$ cat config.mk
export PLATFORM = sky130hd
export DESIGN_NAME = li_expander_flat
export DESIGN_NICKNAME = d
export VERILOG_FILES = /design/src/rtl/li_expander_if.sv /design/src/rtl/li_expander.sv /design/src/flat_wrapper.sv
export SDC_FILE = /design/constraint.sdc
export NUM_CORES = 1
export LEC_CHECK = 0
export CORE_UTILIZATION = 30
export DETAILED_ROUTE_END_ITERATION = 10
export PLACE_DENSITY = 0.53
export REMOVE_ABC_BUFFERS = 1
export SETUP_SLACK_MARGIN = 0.05
export SYNTH_ARGS = -nofsm -noshare
export SYNTH_HDL_FRONTEND = slang
export SYNTH_SLANG_ARGS = --single-unit
$ cat constraint.sdc
create_clock -name clk -period 1.88 [get_ports clk]
set_input_delay 0.282 -clock clk [delete_from_list [all_inputs] [get_ports clk]]
set_output_delay 0.282 -clock clk [all_outputs]
set_load 0.1 [all_outputs]
$ cat src/rtl/li_expander_if.sv
// li_expander_if: request and instruction-stream handshakes of the load-immediate expander
interface li_expander_if #(parameter int XPR_LEN = 32);
  logic               req_valid;
  logic               req_ready;
  logic [4:0]         req_rd;
  logic [XPR_LEN-1:0] req_value;
  logic               inst_valid;
  logic               inst_ready;
  logic [XPR_LEN-1:0] inst;
  logic               inst_last;
  logic               busy;
  modport master (
    output req_valid, req_rd, req_value, inst_ready,
    input  req_ready, inst_valid, inst, inst_last, busy
  );
  modport slave (
    input  req_valid, req_rd, req_value, inst_ready,
    output req_ready, inst_valid, inst, inst_last, busy
  );
endinterface

$ cat src/rtl/li_expander.sv
// li_expander: emits the shortest LUI/ADDI sequence that loads a 32-bit constant into rd
module li_expander #(
  parameter int XPR_LEN      = 32,
  parameter bit COMPRESS_SEQ = 1
) (
  input logic          clk,
  input logic          reset,
  li_expander_if.slave bus
);
  typedef enum logic [1:0] {IDLE, EMIT_LUI, EMIT_ADDI} state_t;
  state_t             state, state_n;
  logic [XPR_LEN-1:0] sum, inst_n;
  logic [19:0]        hi20;
  logic [11:0]        lo12, lo_q;
  logic [4:0]         rd_q;
  logic               load, last_n;
  // +0x800 pre-compensates the sign extension ADDI applies to lo12
  assign sum            = bus.req_value + 32'h800;
  assign hi20           = sum[31:12];
  assign lo12           = bus.req_value[11:0];
  assign bus.req_ready  = state == IDLE;
  assign bus.inst_valid = state != IDLE;
  assign bus.busy       = state != IDLE;
  always_comb begin
    state_n = state;
    load    = 1'b0;
    inst_n  = '0;
    last_n  = 1'b0;
    case (state)
      IDLE: if (bus.req_valid) begin
        load = 1'b1;
        if (bus.req_rd == 5'd0) begin
          state_n = EMIT_ADDI;
          inst_n  = 32'h0000_0013;
          last_n  = 1'b1;
        end else if (COMPRESS_SEQ && hi20 == 20'd0) begin
          state_n = EMIT_ADDI;
          inst_n  = {lo12, 5'd0, 3'b000, bus.req_rd, 7'b0010011};
          last_n  = 1'b1;
        end else begin
          state_n = EMIT_LUI;
          inst_n  = {hi20, bus.req_rd, 7'b0110111};
          last_n  = COMPRESS_SEQ && lo12 == 12'd0;
        end
      end
      EMIT_LUI: if (bus.inst_ready) begin
        state_n = bus.inst_last ? IDLE : EMIT_ADDI;
        load    = !bus.inst_last;
        inst_n  = {lo_q, rd_q, 3'b000, rd_q, 7'b0010011};
        last_n  = 1'b1;
      end
      EMIT_ADDI: if (bus.inst_ready) state_n = IDLE;
      default: state_n = IDLE;
    endcase
  end
  always_ff @(posedge clk or posedge reset) begin
    if (reset) state <= IDLE;
    else state <= state_n;
  end
  always_ff @(posedge clk or posedge reset) begin
    if (reset) begin
      bus.inst      <= '0;
      bus.inst_last <= 1'b0;
      rd_q          <= '0;
      lo_q          <= '0;
    end else begin
      if (load) begin
        bus.inst      <= inst_n;
        bus.inst_last <= last_n;
      end
      if (bus.req_valid && bus.req_ready) begin
        rd_q <= bus.req_rd;
        lo_q <= lo12;
      end
    end
  end
endmodule

$ cat src/flat_wrapper.sv
// flat-port wrapper written by rule: the top's interface ports become plain ports
module li_expander_flat 
#(
  parameter int XPR_LEN      = 32,
  parameter bit COMPRESS_SEQ = 1
)
  (clk, reset, bus_req_valid, bus_req_rd, bus_req_value, bus_inst_ready, bus_req_ready, bus_inst_valid, bus_inst, bus_inst_last, bus_busy);
  li_expander_if #(.XPR_LEN(XPR_LEN)) bus_i ();
  input logic clk;
  input logic reset;
  input wire logic [$bits(bus_i.req_valid)-1:0] bus_req_valid;
  input wire logic [$bits(bus_i.req_rd)-1:0] bus_req_rd;
  input wire logic [$bits(bus_i.req_value)-1:0] bus_req_value;
  input wire logic [$bits(bus_i.inst_ready)-1:0] bus_inst_ready;
  output wire logic [$bits(bus_i.req_ready)-1:0] bus_req_ready;
  output wire logic [$bits(bus_i.inst_valid)-1:0] bus_inst_valid;
  output wire logic [$bits(bus_i.inst)-1:0] bus_inst;
  output wire logic [$bits(bus_i.inst_last)-1:0] bus_inst_last;
  output wire logic [$bits(bus_i.busy)-1:0] bus_busy;
  assign bus_i.req_valid = bus_req_valid;
  assign bus_i.req_rd = bus_req_rd;
  assign bus_i.req_value = bus_req_value;
  assign bus_i.inst_ready = bus_inst_ready;
  assign bus_req_ready = bus_i.req_ready;
  assign bus_inst_valid = bus_i.inst_valid;
  assign bus_inst = bus_i.inst;
  assign bus_inst_last = bus_i.inst_last;
  assign bus_busy = bus_i.busy;
  li_expander #(.XPR_LEN(XPR_LEN), .COMPRESS_SEQ(COMPRESS_SEQ)) u_core (.clk(clk), .reset(reset), .bus(bus_i));
endmodule
Word-level counts from Yosys, hierarchy flattened
Index checks and enable logic that the tools add are counted.
Operators by class
  equal/unequal tests: 5
  $mul: 0
  order comparisons: 0
  muxes and demuxes: 20
  shift operators: 0
  reductions and logical operators: 8
  divide/modulo/power cells: 0
  add/sub/neg operators: 1
  bitwise gates (word level): 0
Operators with widths (count)
  32-bit two-way mux: 4
  32-bit one-hot mux with 2 select lines: 1
  32-bit by 12-bit adder with 32-bit output (second input constant): 1
  20-bit logical NOT: 1
  12-bit logical NOT: 1
  2-bit two-way mux: 6
  1-bit two-way mux: 6
  2-bit inequality test (second input constant): 3
  2-bit one-hot mux with 3 select lines: 1
  5-bit logical NOT: 1
  1-bit one-hot mux with 2 select lines: 2
  3-bit AND reduction: 1
  2-bit by 1-bit == test with 1-bit output (second input constant): 1
  2-bit == test (second input constant): 1
  2-bit logical NOT: 1
  2-bit nonzero test: 1
  1-bit logical AND: 1
  1-bit logical NOT: 1
Storage, ports and cells
  memories: 0
  bits in writable memories: 0
  bits in latches: 0
  register bits: 52
  ROM bits: 0
  logic and storage cells: 39
  output and inout bits: 36

Depth between registers and ports, before layout
  depth in word-level cells: 6
  mapped depth: 8
  gate-level depth less buffers: 7

Worst setup path before layout
No wires, ideal clock.
  path type: register -> register
  start: register u_core.bus.inst_last
  end: register u_core.bus.inst[26]
  arrival: 2.350 ns
  clock period less this slack: 2.477 ns
  path buffers: 2
  slack: -0.597 ns
  library setup time: 0.127 ns
  cell stages (with the launch flop): 8
  cells stage by stage: dfrtp_1 nor4bb_1 or2_2 clkbuf_1 clkbuf_1 nand2_1 o221ai_1 o21ai_2
Between the ends
  cells in the longest elaborated chain, start to end: 3
Ends and longest elaborated chain
  from (decl): RTL line li_expander_if.sv:18  | output req_ready, inst_valid, inst, inst_last, busy
  from (signal assigned): RTL line li_expander.sv:69  | bus.inst_last <= last_n;
  1-bit logical NOT: RTL line li_expander.sv:48  | load = !bus.inst_last;
  1-bit two-way mux: RTL line li_expander.sv:46  | EMIT_LUI: if (bus.inst_ready) begin
  1-bit one-hot mux with 2 select lines: RTL line li_expander.sv:29  | case (state)
  to (signal assigned): RTL line li_expander.sv:68  | bus.inst <= inst_n;
  to (decl): RTL line li_expander_if.sv:18
Every way passes these cells.
A chain may end at the register's enable or synchronous reset.

Worst setup path in the final report
  start: input port bus_req_value[11]
  end: register u_core.bus.inst[29]
Between the ends
  cells in the longest elaborated chain, start to end: 6
Ends and longest elaborated chain
  from (decl): RTL line flat_wrapper.sv:13  | input wire logic [$bits(bus_i.req_value)-1:0] bus_req_value;
  32-bit by 12-bit adder with 32-bit output *: RTL line li_expander.sv:18  | assign sum = bus.req_value + 32'h800;
  20-bit logical NOT: RTL line li_expander.sv:36  | end else if (COMPRESS_SEQ && hi20 == 20'd0) begin
  32-bit two-way mux *: RTL line li_expander.sv:36
  32-bit two-way mux *: RTL line li_expander.sv:32  | if (bus.req_rd == 5'd0) begin
  32-bit two-way mux *: RTL line li_expander.sv:30  | IDLE: if (bus.req_valid) begin
  32-bit one-hot mux with 2 select lines *: RTL line li_expander.sv:29
Every way passes the cells marked *; elsewhere a longest branch is shown, timed or not.

==> impl_metrics.env <==
export IMPL_status="finished with violations"
export IMPL_failing_checks="negative setup slack"
export IMPL_synth_largest_area_cell="dfrtp_1"
export IMPL_startpoint="bus_req_value[11]"
export IMPL_worstPathArrival_ns=2.15
export IMPL_skew_ns=0.01541
export IMPL_path_class="primary input to flop"
export IMPL_grt_start_max_net_pins=33
export IMPL_yosys_cell_types_count=57
export IMPL_share_of_yosys_cell_area_claimed_by_the_top_area_cell_type=0.4010
export IMPL_detailed_place_hpwl_um=6812
export IMPL_cts_reportedPaths_clkPinSlew_ns=0.10
export IMPL_netlist_top_cells_area="dfrtp_1, nand2_1, xnor2_1"
export IMPL_buffer_ports_inserted=74
export IMPL_synth_compound_area_share=0.1416
export IMPL_synth_seq_area_share=0.4010
export IMPL_syn_cell_area_um2=2933
export IMPL_tns_ns=-0.09043
export IMPL_synthArstFlopShare=1.000
export IMPL_max_cap_viol_count=0
export IMPL_cts_sinks=47
export IMPL_simple_gate_fraction_of_synth_area=0.3097
export IMPL_synthCells=334
export IMPL_setup_viol=6
export IMPL_power_density_nw_per_um2=1453
export IMPL_vias=2941
export IMPL_dr_wl_cell_um=14.57
export IMPL_final_nets=523
export IMPL_slew_viol_final=0
export IMPL_r2r_end="u_core.bus.inst[22]$_DFFE_PP0P_"
export IMPL_cts_buffers=5
export IMPL_min_hold_slack_ns=0.2542
export IMPL_register_area_um2=1176
export IMPL_worst_path_max_fanout=6
export IMPL_area_growth_syn_to_layout_pct=57.64
export IMPL_setup_repair_after_global_routing_missed_its_margin="yes"
export IMPL_setup_reg_to_reg_worst_slack_ns=0.01
export IMPL_finalCritPeriodShare=1.015
export IMPL_final_hold_violations=0
export IMPL_share_of_final_layout_standard_cells_stronger_than_drive_strength_1=0.4075
export IMPL_synth_xor_area_share=0.06570
export IMPL_fmax_mhz=524.2
export IMPL_placementRows=35
export IMPL_reg2reg_depth=7
export IMPL_final_core_utilization=0.4933
export IMPL_root_buffer="clkbuf_8"
export IMPL_most_used_cells_in_the_layout_excluding_fill_and_tap_cells="buf_4, nand2_1, dfrtp_1"
export IMPL_dieWidth_um=100.9
export IMPL_dp_worst_setup_slack_ns=-1.057
export IMPL_wire_length_of_the_first_global_routing_pass_um=14770
export IMPL_dr_first_iter_drc_count=95
export IMPL_routed_wl_um=8886
export IMPL_combinational_family_with_the_most_area_after_synthesis="simple AND/OR/NAND/NOR gates"
export IMPL_remaining_drc_errors=0
export IMPL_num_io_pins=77
export IMPL_min_delay_path_class="primary input to asynchronous set/reset pin"
export IMPL_first_global_vias=2923
export IMPL_leading_cell_type_in_the_layout_fill_and_taps_excluded="buf_4"
export IMPL_synth_seq_cells=47
export IMPL_peakVddDrop_mv=0.9914
export IMPL_postSynth_topFlopCell="dfrtp_1"
export IMPL_critical_path_endpoint_type="flop"
export IMPL_synth_area_mux_share=0.003413
export IMPL_drt_antenna_violating_nets=0
export IMPL_track_usage=0.1868
export IMPL_vias_per_cell=4.821
export IMPL_timing_final_ws_setup_ns=-0.02773
export IMPL_syn_avg_cell_area_um2=8.781
export IMPL_non_filler_cells_final=610
export IMPL_post_synth_fa_ha_maj_area_fraction=0.004266
export IMPL_place_congestion=0.8153
export IMPL_detail_route_first_pass_iterations=4
export IMPL_worst_setup_path_start_kind="primary input"
export IMPL_insertion_delay_ns=0.31
export IMPL_start_util=0.3130
export IMPL_filler_cell_count=937
export IMPL_floorplan_core_area_um2=9371
export IMPL_yosys_warnings=0
export IMPL_multiInputGateArea_um2=1730
export IMPL_fp_dieArea_um2=10180
export IMPL_die_height_um=100.9
export IMPL_synth_edf_count=0
export IMPL_global_route_overflow_total=0
export IMPL_antenna_violations_before_repair=0
export IMPL_diodes=0
export IMPL_timing_final_crit_period_ns=1.908
export IMPL_timing_critical_path_required_ns=2.12
export IMPL_crit_reg2reg_launch="u_core.state[0]$_DFFE_PP0P_"
export IMPL_cts_hold_buffers_added=0
export IMPL_dp_cells=586
export IMPL_cts_tree="built"
export IMPL_cell_leakage_power_nw=2.133
export IMPL_maximum_buffer_depth_of_the_clock_tree=2
export IMPL_ctsHtreeMaxLevel=2
layer usage:
layer  global-route usage  vias to the layer above  wire [µm]
met5                    0                        -          0
met4              0.05909                        0        153
met3              0.01872                       12        318
met2               0.3267                       75       4310
met1               0.2425                     1391       4103
li1                     -                     1463          -
Yosys cell counts, types with 3 or more instances:
library cell	number
xnor2_1	14
nand4_1	9
nand3_1	11
clkbuf_1	8
o211ai_1	8
nand2_1	87
a221oi_1	6
and4_1	3
nor3b_1	3
xor2_1	8
buf_4	6
nor3_1	8
nor4_1	8
o21ai_0	6
inv_1	9
a21oi_1	6
buf_1	3
a31oi_1	5
o21ai_2	7
nor2_1	16
and3_1	9
buf_6	5
dfrtp_1	47
through the flow:
step | power [mW] | area, µm²
final | 6.716 | 4623
after global routing | 7.039 | 4623
after CTS | 6.732 | 4548
after detailed placement | 5.918 | 4203
after global placement | 5.883 | 4203
after floorplan | 4.688 | 2756
how the worst max path moves through the flow:
stage	endpoint	cells past startpoint
final	u_core.bus.inst[29]$_DFFE_PP0P_	9
after global routing	u_core.bus.inst[29]$_DFFE_PP0P_	9
after CTS	u_core.bus.inst[21]$_DFFE_PP0P_	9
after detailed placement	u_core.bus.inst[29]$_DFFE_PP0P_	9
after global placement	u_core.bus.inst[29]$_DFFE_PP0P_	9
after floorplan	u_core.bus.inst[20]$_DFFE_PP0P_	4
worst max-delay path, cell delays in order:
cell and delay, ns:
buf_8 0.08, buf_6 0.10, nand4_1 0.16, or3_4 0.44
mux2i_4 0.21, nor4b_4 0.35, nand4_4 0.21, buf_6 0.19
o211ai_2 0.12
flip-flops by register name, indices dropped and copies added, names as in the netlist:
name and count:
u_core.bus.inst 27, u_core.bus.inst_last 1, u_core.state 2, u_core.lo_q 12, u_core.rd_q 5
where the power goes:
part / leakage (nW) / total [mW] / switching (mW) / internal (mW)
clock network: 0.0513 / 0.736 / 0.346 / 0.390
logic: 1.51 / 4.26 / 3.14 / 1.12
registers: 0.577 / 1.72 / 0.289 / 1.43
timing repair:
action / CTS / global route
endpoints found under the setup margin: 30 / 24
resized for setup: 95 / 14
buffers inserted: 10 / 7
pin swaps: 29 / 17
kinds of logic (layout without fill, tap and decap cells):
kind of cell / after synthesis / after routing
AOI/OAI and AO/OA: 52 / 52
other: 1 / 2
buffers and inverters: 35 / 181
adders and majority gates: 1 / 1
DFF: 47 / 47
xor gates and xnor gates: 22 / 22
and+or+nand+nor: 175 / 175
muxes: 1 / 1
cell type report:
class | count | share of cell area
multi-input cells | 253 | 0.3743
repair buffers | 165 | 0.3069
flip-flops and latches | 47 | 0.2544
well taps | 129 | 0.03491
clock buffers | 6 | 0.01570
inverters | 9 | 0.007307
clock inverters | 1 | 0.006495
Power figures use the tool's default switching activity.
==> RTL change 1, RTL diff (same flow settings) <==
`COMPRESS_SEQ` is set to 1 in 2 places; all go to 0.
--- a/src/rtl/li_expander.sv
+++ b/src/rtl/li_expander.sv
@@ -2,5 +2,5 @@
 module li_expander #(
   parameter int XPR_LEN      = 32,
-  parameter bit COMPRESS_SEQ = 1
+  parameter bit COMPRESS_SEQ = 0
 ) (
   input logic          clk,
--- a/src/flat_wrapper.sv
+++ b/src/flat_wrapper.sv
@@ -3,5 +3,5 @@
 #(
   parameter int XPR_LEN      = 32,
-  parameter bit COMPRESS_SEQ = 1
+  parameter bit COMPRESS_SEQ = 0
 )
   (clk, reset, bus_req_valid, bus_req_rd, bus_req_value, bus_inst_ready, bus_req_ready, bus_inst_valid, bus_inst, bus_inst_last, bus_busy);
Check against the original RTL: not equivalent (Yosys sat finds a counterexample within 4 cycles, from zero or initial values and one cycle with reset high).
==> RTL change 1 against the original RTL <==
Count of clock-buffer cells in the layout did not move; design area down 23%; wire length shrank 26%; synthesized cell count down 21%; sequential cell count stayed put; synthesized area fell by 20%; worst hold slack gained 64 ps; register-to-register slack improved by 220 ps; core utilization fell by 1.6 points; setup slack improved by 150 ps.
Power is not shown: default switching activity piles up to over one toggle a cycle in this logic, so the estimate is an artifact.
==> RTL change 1: results (changes against the original RTL) <==
| Metric | Value |
|---|---|
| Register-to-Register Path Depth | 5 (was 7) |
| Initial drt markers | 113 (was 95) |
| All-Layer GR Usage | 0.171 (was 0.187) |
| R2R Setup Slk | 230 ps (was 10 ps) |
| Adder-Cell Fraction of Synth Area | 0.00531 (was 0.00427) |
| Clock skew | 4.35 ps (was 15.4 ps) |
| Wirelength, routed | 6590 um (was 8890 um) |
| Via density | 4.68 (was 4.82) |
| Post-Synthesis Cells | 263 (was 334) |
| Routed WL per cell | 14.0 um (was 14.6 um) |
| Crit path arrival time | 1940 ps (was 2150 ps) |
| Postcts setup bufs | 0 (was 10) |
| Clk_lat worst skew | 290 ps (was 310 ps) |
| Largest net degree at the start of global routing | 48 (was 33) |
| Top cells by area, synth | dfrtp_1 50%, nand2_1 12%, nor2_1 4.1% (was dfrtp_1 40%, nand2_1 11%, xnor2_1 4.2%) |
| Dpl ws | -384 ps (was -1060 ps) |
| Area of the multi-input gates | 1080 um2 (was 1730 um2) |
| Post-placement cell count | 463 (was 586) |
| Nets | 413 (was 523) |
| XOR/XNOR share of the synthesized area | 0.0632 (was 0.0657) |
| Worst flop-to-flop path startpoint | u_core.state[1]$_DFFE_PP0P_ (was u_core.state[0]$_DFFE_PP0P_) |
| Status | completed (was finished, violations left) |
| Inverters | 5 (was 9) |
| Vias in the first global route | 2211 (was 2923) |
| Share of cells above drive strength 1 | 0.268 (was 0.407) |
| #MultiIn Comb | 195 (was 253) |
| CP Max Fanout | 5 (was 6) |
| First-pass GRT wire length | 11100 um (was 14800 um) |
| Post-synthesis compound-gate area fraction | 0.121 (was 0.142) |
| Post-DP HPWL | 4880 um (was 6810 um) |
| Cell variety after synth | 44 (was 57) |
| Mux contribution to synthesized area | 0.00478 (was 0.00341) |
| Seq/Total Area, Yosys | 0.499 (was 0.401) |
| Clk tree area frac | 0.0205 (was 0.0222) |
RTL change 1: changes by cell type in the layout (fill, tap and decap cells not counted), moves of 9 or more:
cell | unedited run | this run
buf_4 | 111 | 70
buf_6 | 11 | 1
nand2_1 | 86 | 75
nor2_1 | 13 | 23
and3_1 | 9 | 0
clkdlybuf4s50_1 | 23 | 33
RTL change 1: timing repair:
action                                 4_1_cts  5_1_grt
setup endpoints to repair                    3       21
endpoints found under the hold margin        0        0
resized for setup                            6       12
pin swaps                                    4        4
RTL change 1: worst max-delay path, stage by stage:
cell,delay [ps]
clkdlybuf4s50_1,490
nand3_2,90
or4_4,580
buf_6,150
nor2_2,110
xnor2_1,120
o22ai_1,110
RTL change 1: layer usage:
metal	global-route usage	vias to the layer above	wire length, um
li1	-	1089	-
met1	0.251	1015	3210
met2	0.256	86	2870
met3	0.0311	7	425
met4	0.0484	0	80
met5	0	-	0
RTL change 1: how the worst max path moves through the flow:
| stage | start | endpoint | slack [ps] | cells past startpoint |
|---|---|---|---|---|
| after detailed placement | bus_req_value[12] | u_core.bus.inst[31]$_DFFE_PP0P_ | -380 | 7 |
| after global routing | u_core.state[0]$_DFFE_PP0P_ | u_core.bus.inst[16]$_DFFE_PP0P_ | 50 | 7 |
| final | bus_req_value[13] | u_core.bus.inst[25]$_DFFE_PP0P_ | 120 | 7 |
| after CTS | bus_req_rd[1] | u_core.bus.inst[18]$_DFFE_PP0P_ | 60 | 6 |
| after floorplan | u_core.state[0]$_DFFE_PP0P_ | bus_busy | -1540 | 2 |
| after global placement | bus_req_value[11] | u_core.bus.inst[31]$_DFFE_PP0P_ | -360 | 7 |
==> RTL change 2, RTL diff (config.mk and constraints unchanged) <==
Made on the original files. Make the reset (`reset`) synchronous in 2 clocked blocks.
--- a/src/rtl/li_expander.sv
+++ b/src/rtl/li_expander.sv
@@ -54,9 +54,9 @@
     endcase
   end
-  always_ff @(posedge clk or posedge reset) begin
+  always_ff @(posedge clk) begin
     if (reset) state <= IDLE;
     else state <= state_n;
   end
-  always_ff @(posedge clk or posedge reset) begin
+  always_ff @(posedge clk) begin
     if (reset) begin
       bus.inst      <= '0;
Behaviour: differs if reset is asserted again (counterexample within 4 cycles, from zero or initial values and one cycle with reset high); with reset held inactive, the same outputs for 10 cycles.
==> RTL change 2 against the original RTL <==
Register-to-register slack lost 100 ps; setup slack lost 480 ps; wire length shrank 2.2%; the run still ends with setup timing left; synthesized area shrank 11%; die area shrank 11%; sequential cell count is the same; worst hold slack gained 190 ps; design area shrank 4.2%; non-clock buffer count shrank 3.
Power is not compared: it rests on default switching activity, and its combinational part moved more than twofold at a synthesized area within 25%.
==> RTL change 2: results (changes against the original RTL) <==
| Metric | Value |
|---|---|
| Status | finished, violations left (unchanged) |
| Violations in the final reports | setup timing (unchanged) |
| Synth Warn # | 0 (unchanged) |
| Clk_lat worst skew | 300 ps |
| Hold Crit Start | bus_req_value[11] |
| Regs by FF count | u_core.bus.inst: 27 flops, u_core.lo_q: 12 flops, u_core.rd_q: 5 flops (unchanged) |
| Post-DP HPWL | 6350 um (was 6810 um) |
| Final WS setup | -504 ps (was -27.7 ps) |
| Worst VDD drop | 352 uV |
| All-Layer GR Usage | 0.193 (was 0.187) |
| Clock slew at reported path FFs | 80 ps (was 100 ps) |
| Seq/Total Area, Yosys | 0.362 (was 0.401) |
| Nets | 522 (was 523) |
| Clk root buf | clkbuf_8 (unchanged) |
| FILL cells | 786 (was 937) |
| Async set or reset register ratio after synthesis | 0 (was 1.00) |
| Met1 usage | 0.250 (was 0.243) |
| Wirelength, routed | 8690 um (was 8890 um) |
| Placer congestion estimate | 0.786 (was 0.815) |
| Crit path arrival time | 2570 ps (was 2150 ps) |
| Synth cell count leaders | 56 x nand2_1, 47 x dfxtp_1, 36 x nor2_1, 30 x a21oi_1 (was 87 x nand2_1, 47 x dfrtp_1, 16 x nor2_1, 14 x xnor2_1, 11 x nand3_1) |
| WHS Path Cells | 5 |
| Vias in the first global route | 2883 (was 2923) |
| First-pass GRT wire length | 13600 um (was 14800 um) |
| CP Max Fanout | 6 (unchanged) |
| Slew Viols, Final | 0 (unchanged) |
| Share of cells above drive strength 1 | 0.391 (was 0.407) |
| Dpl ws | -1330 ps (was -1060 ps) |
| Buffers on Ports | 74 (unchanged) |
| Top cells by area, synth | dfxtp_1 36%, nand2_1 8.1%, a21oi_1 5.8% (was dfrtp_1 40%, nand2_1 11%, xnor2_1 4.2%) |
| Register-to-Register Path Depth | 7 (unchanged) |
| R2R Setup Slk | -90 ps (was 10 ps) |
| Clock skew | 8.20 ps (was 15.4 ps) |
| Rel. slew slack | 0.499 |
| Initial antenna violation count | 0 (unchanged) |
| Antenna diodes | 0 (unchanged) |
| Router iterations before antenna repair | 4 (unchanged) |
| Leak | 1.81 nW |
| Deepest clock path buffer count | 2 (unchanged) |
| HP Class | in2reg (was in2async) |
| Final setup viols | 24 (was 6) |
| Largest net degree at the start of global routing | 48 (was 33) |
| Met3 Use GR | 0.0327 (was 0.0187) |
| Min Hold Slack | 444 ps (was 254 ps) |
| CP Launch Point | bus_req_value[11] (unchanged) |
| Max H-tree Level | 2 (unchanged) |
| Met2 GRT Util | 0.339 (was 0.327) |
| Clock buffer count from CTS | 5 (unchanged) |
| Worst flop-to-flop path startpoint | u_core.state[1]$_SDFFE_PP0P_ (was u_core.state[0]$_DFFE_PP0P_) |
| Hold EP | u_core.bus.inst[12]$_SDFFE_PP0P_ |
| Cell variety after synth | 49 (was 57) |
| Initial drt markers | 153 (was 95) |
| R2R Path End | u_core.bus.inst[28]$_SDFFE_PP0P_ (was u_core.bus.inst[22]$_DFFE_PP0P_) |
| # hold bufs at CTS | 0 (unchanged) |
| Via density | 5.10 (was 4.82) |
==> RTL change 2: layout make-up <==
type,instances,share of cell area
sequential,47,0.213
tap,105,0.0297
timing repair buffer,162,0.315
clock buffer,8,0.0226
multi-input combinational,257,0.414
inverter,7,0.00594
==> RTL change 2: routing by layer <==
| layer | part of all wire | up-vias | routed length [um] |
|---|---|---|---|
| met5 | 0 | - | 0 |
| met4 | 0.0055 | 0 | 48 |
| met3 | 0.048 | 7 | 415 |
| met2 | 0.49 | 75 | 4230 |
| met1 | 0.46 | 1416 | 4000 |
| li1 | - | 1492 | - |
==> RTL change 2: cell families (layout without fill, tap and decap cells) <==
kind of cell    count (synthesis)  in the layout  share of synthesized area
compound gates                 81             81                      0.215
xor+xnor                       19             19                     0.0640
fa+ha+maj                       1              1                    0.00481
buf+inv                        32            177                     0.0587
flops                          47             47                      0.362
other cells                     1              2                    0.00144
simple gates                  154            154                      0.294
==> RTL change 2: timing repair <==
item / 4_1_cts / 5_1_grt
setup buffers: 11 / 1
resized for setup: 80 / 40
cloned: 0 / 0
setup endpoints to repair: 24 / 24
pin swaps: 33 / 24
==> RTL change 2: through the flow <==
stage          area [um2]  TNS (ps)   util  std cells
2_1_floorplan        2480    -64160      -        311
3_3_place_gp         3900    -28310  0.470        566
3_5_place_dp         3900    -30440  0.470        566
4_1_cts              4240     -9640  0.510        585
5_1_grt              4430    -11770  0.533        586
6_report             4430     -8790  0.533        586
==> RTL change 2: critical path, cell delays in order <==
cell	delay (ps)
buf_8	100
buf_6	110
and4_4	170
a2111oi_4	300
a41oi_2	60
or4b_4	550
nor4b_4	290
buf_4	180
a21oi_4	70
a222oi_1	350
nor2_1	90
==> RTL change 2: power breakdown <==
| group | internal, mW | switching [mW] | leakage [nW] |
|---|---|---|---|
| combinational | 0.515 | 1.05 | 1.38 |
| sequential | 1.09 | 0.0590 | 0.387 |
| clock | 0.336 | 0.340 | 0.0515 |
| total | 1.94 | 1.45 | 1.81 |
==> RTL change 2: how the worst max path moves through the flow <==
stage	slack, ps	to	depth (start not counted)
after CTS	-480	u_core.bus.inst[17]$_SDFFE_PP0P_	11
final	-500	u_core.bus.inst[18]$_SDFFE_PP0P_	11
after detailed placement	-1330	u_core.bus.inst[31]$_SDFFE_PP0P_	11
after floorplan	-1930	u_core.bus.inst[21]$_SDFFE_PP0P_	5
after global routing	-620	u_core.bus.inst[16]$_SDFFE_PP0P_	12
after global placement	-1250	u_core.bus.inst[21]$_SDFFE_PP0P_	10
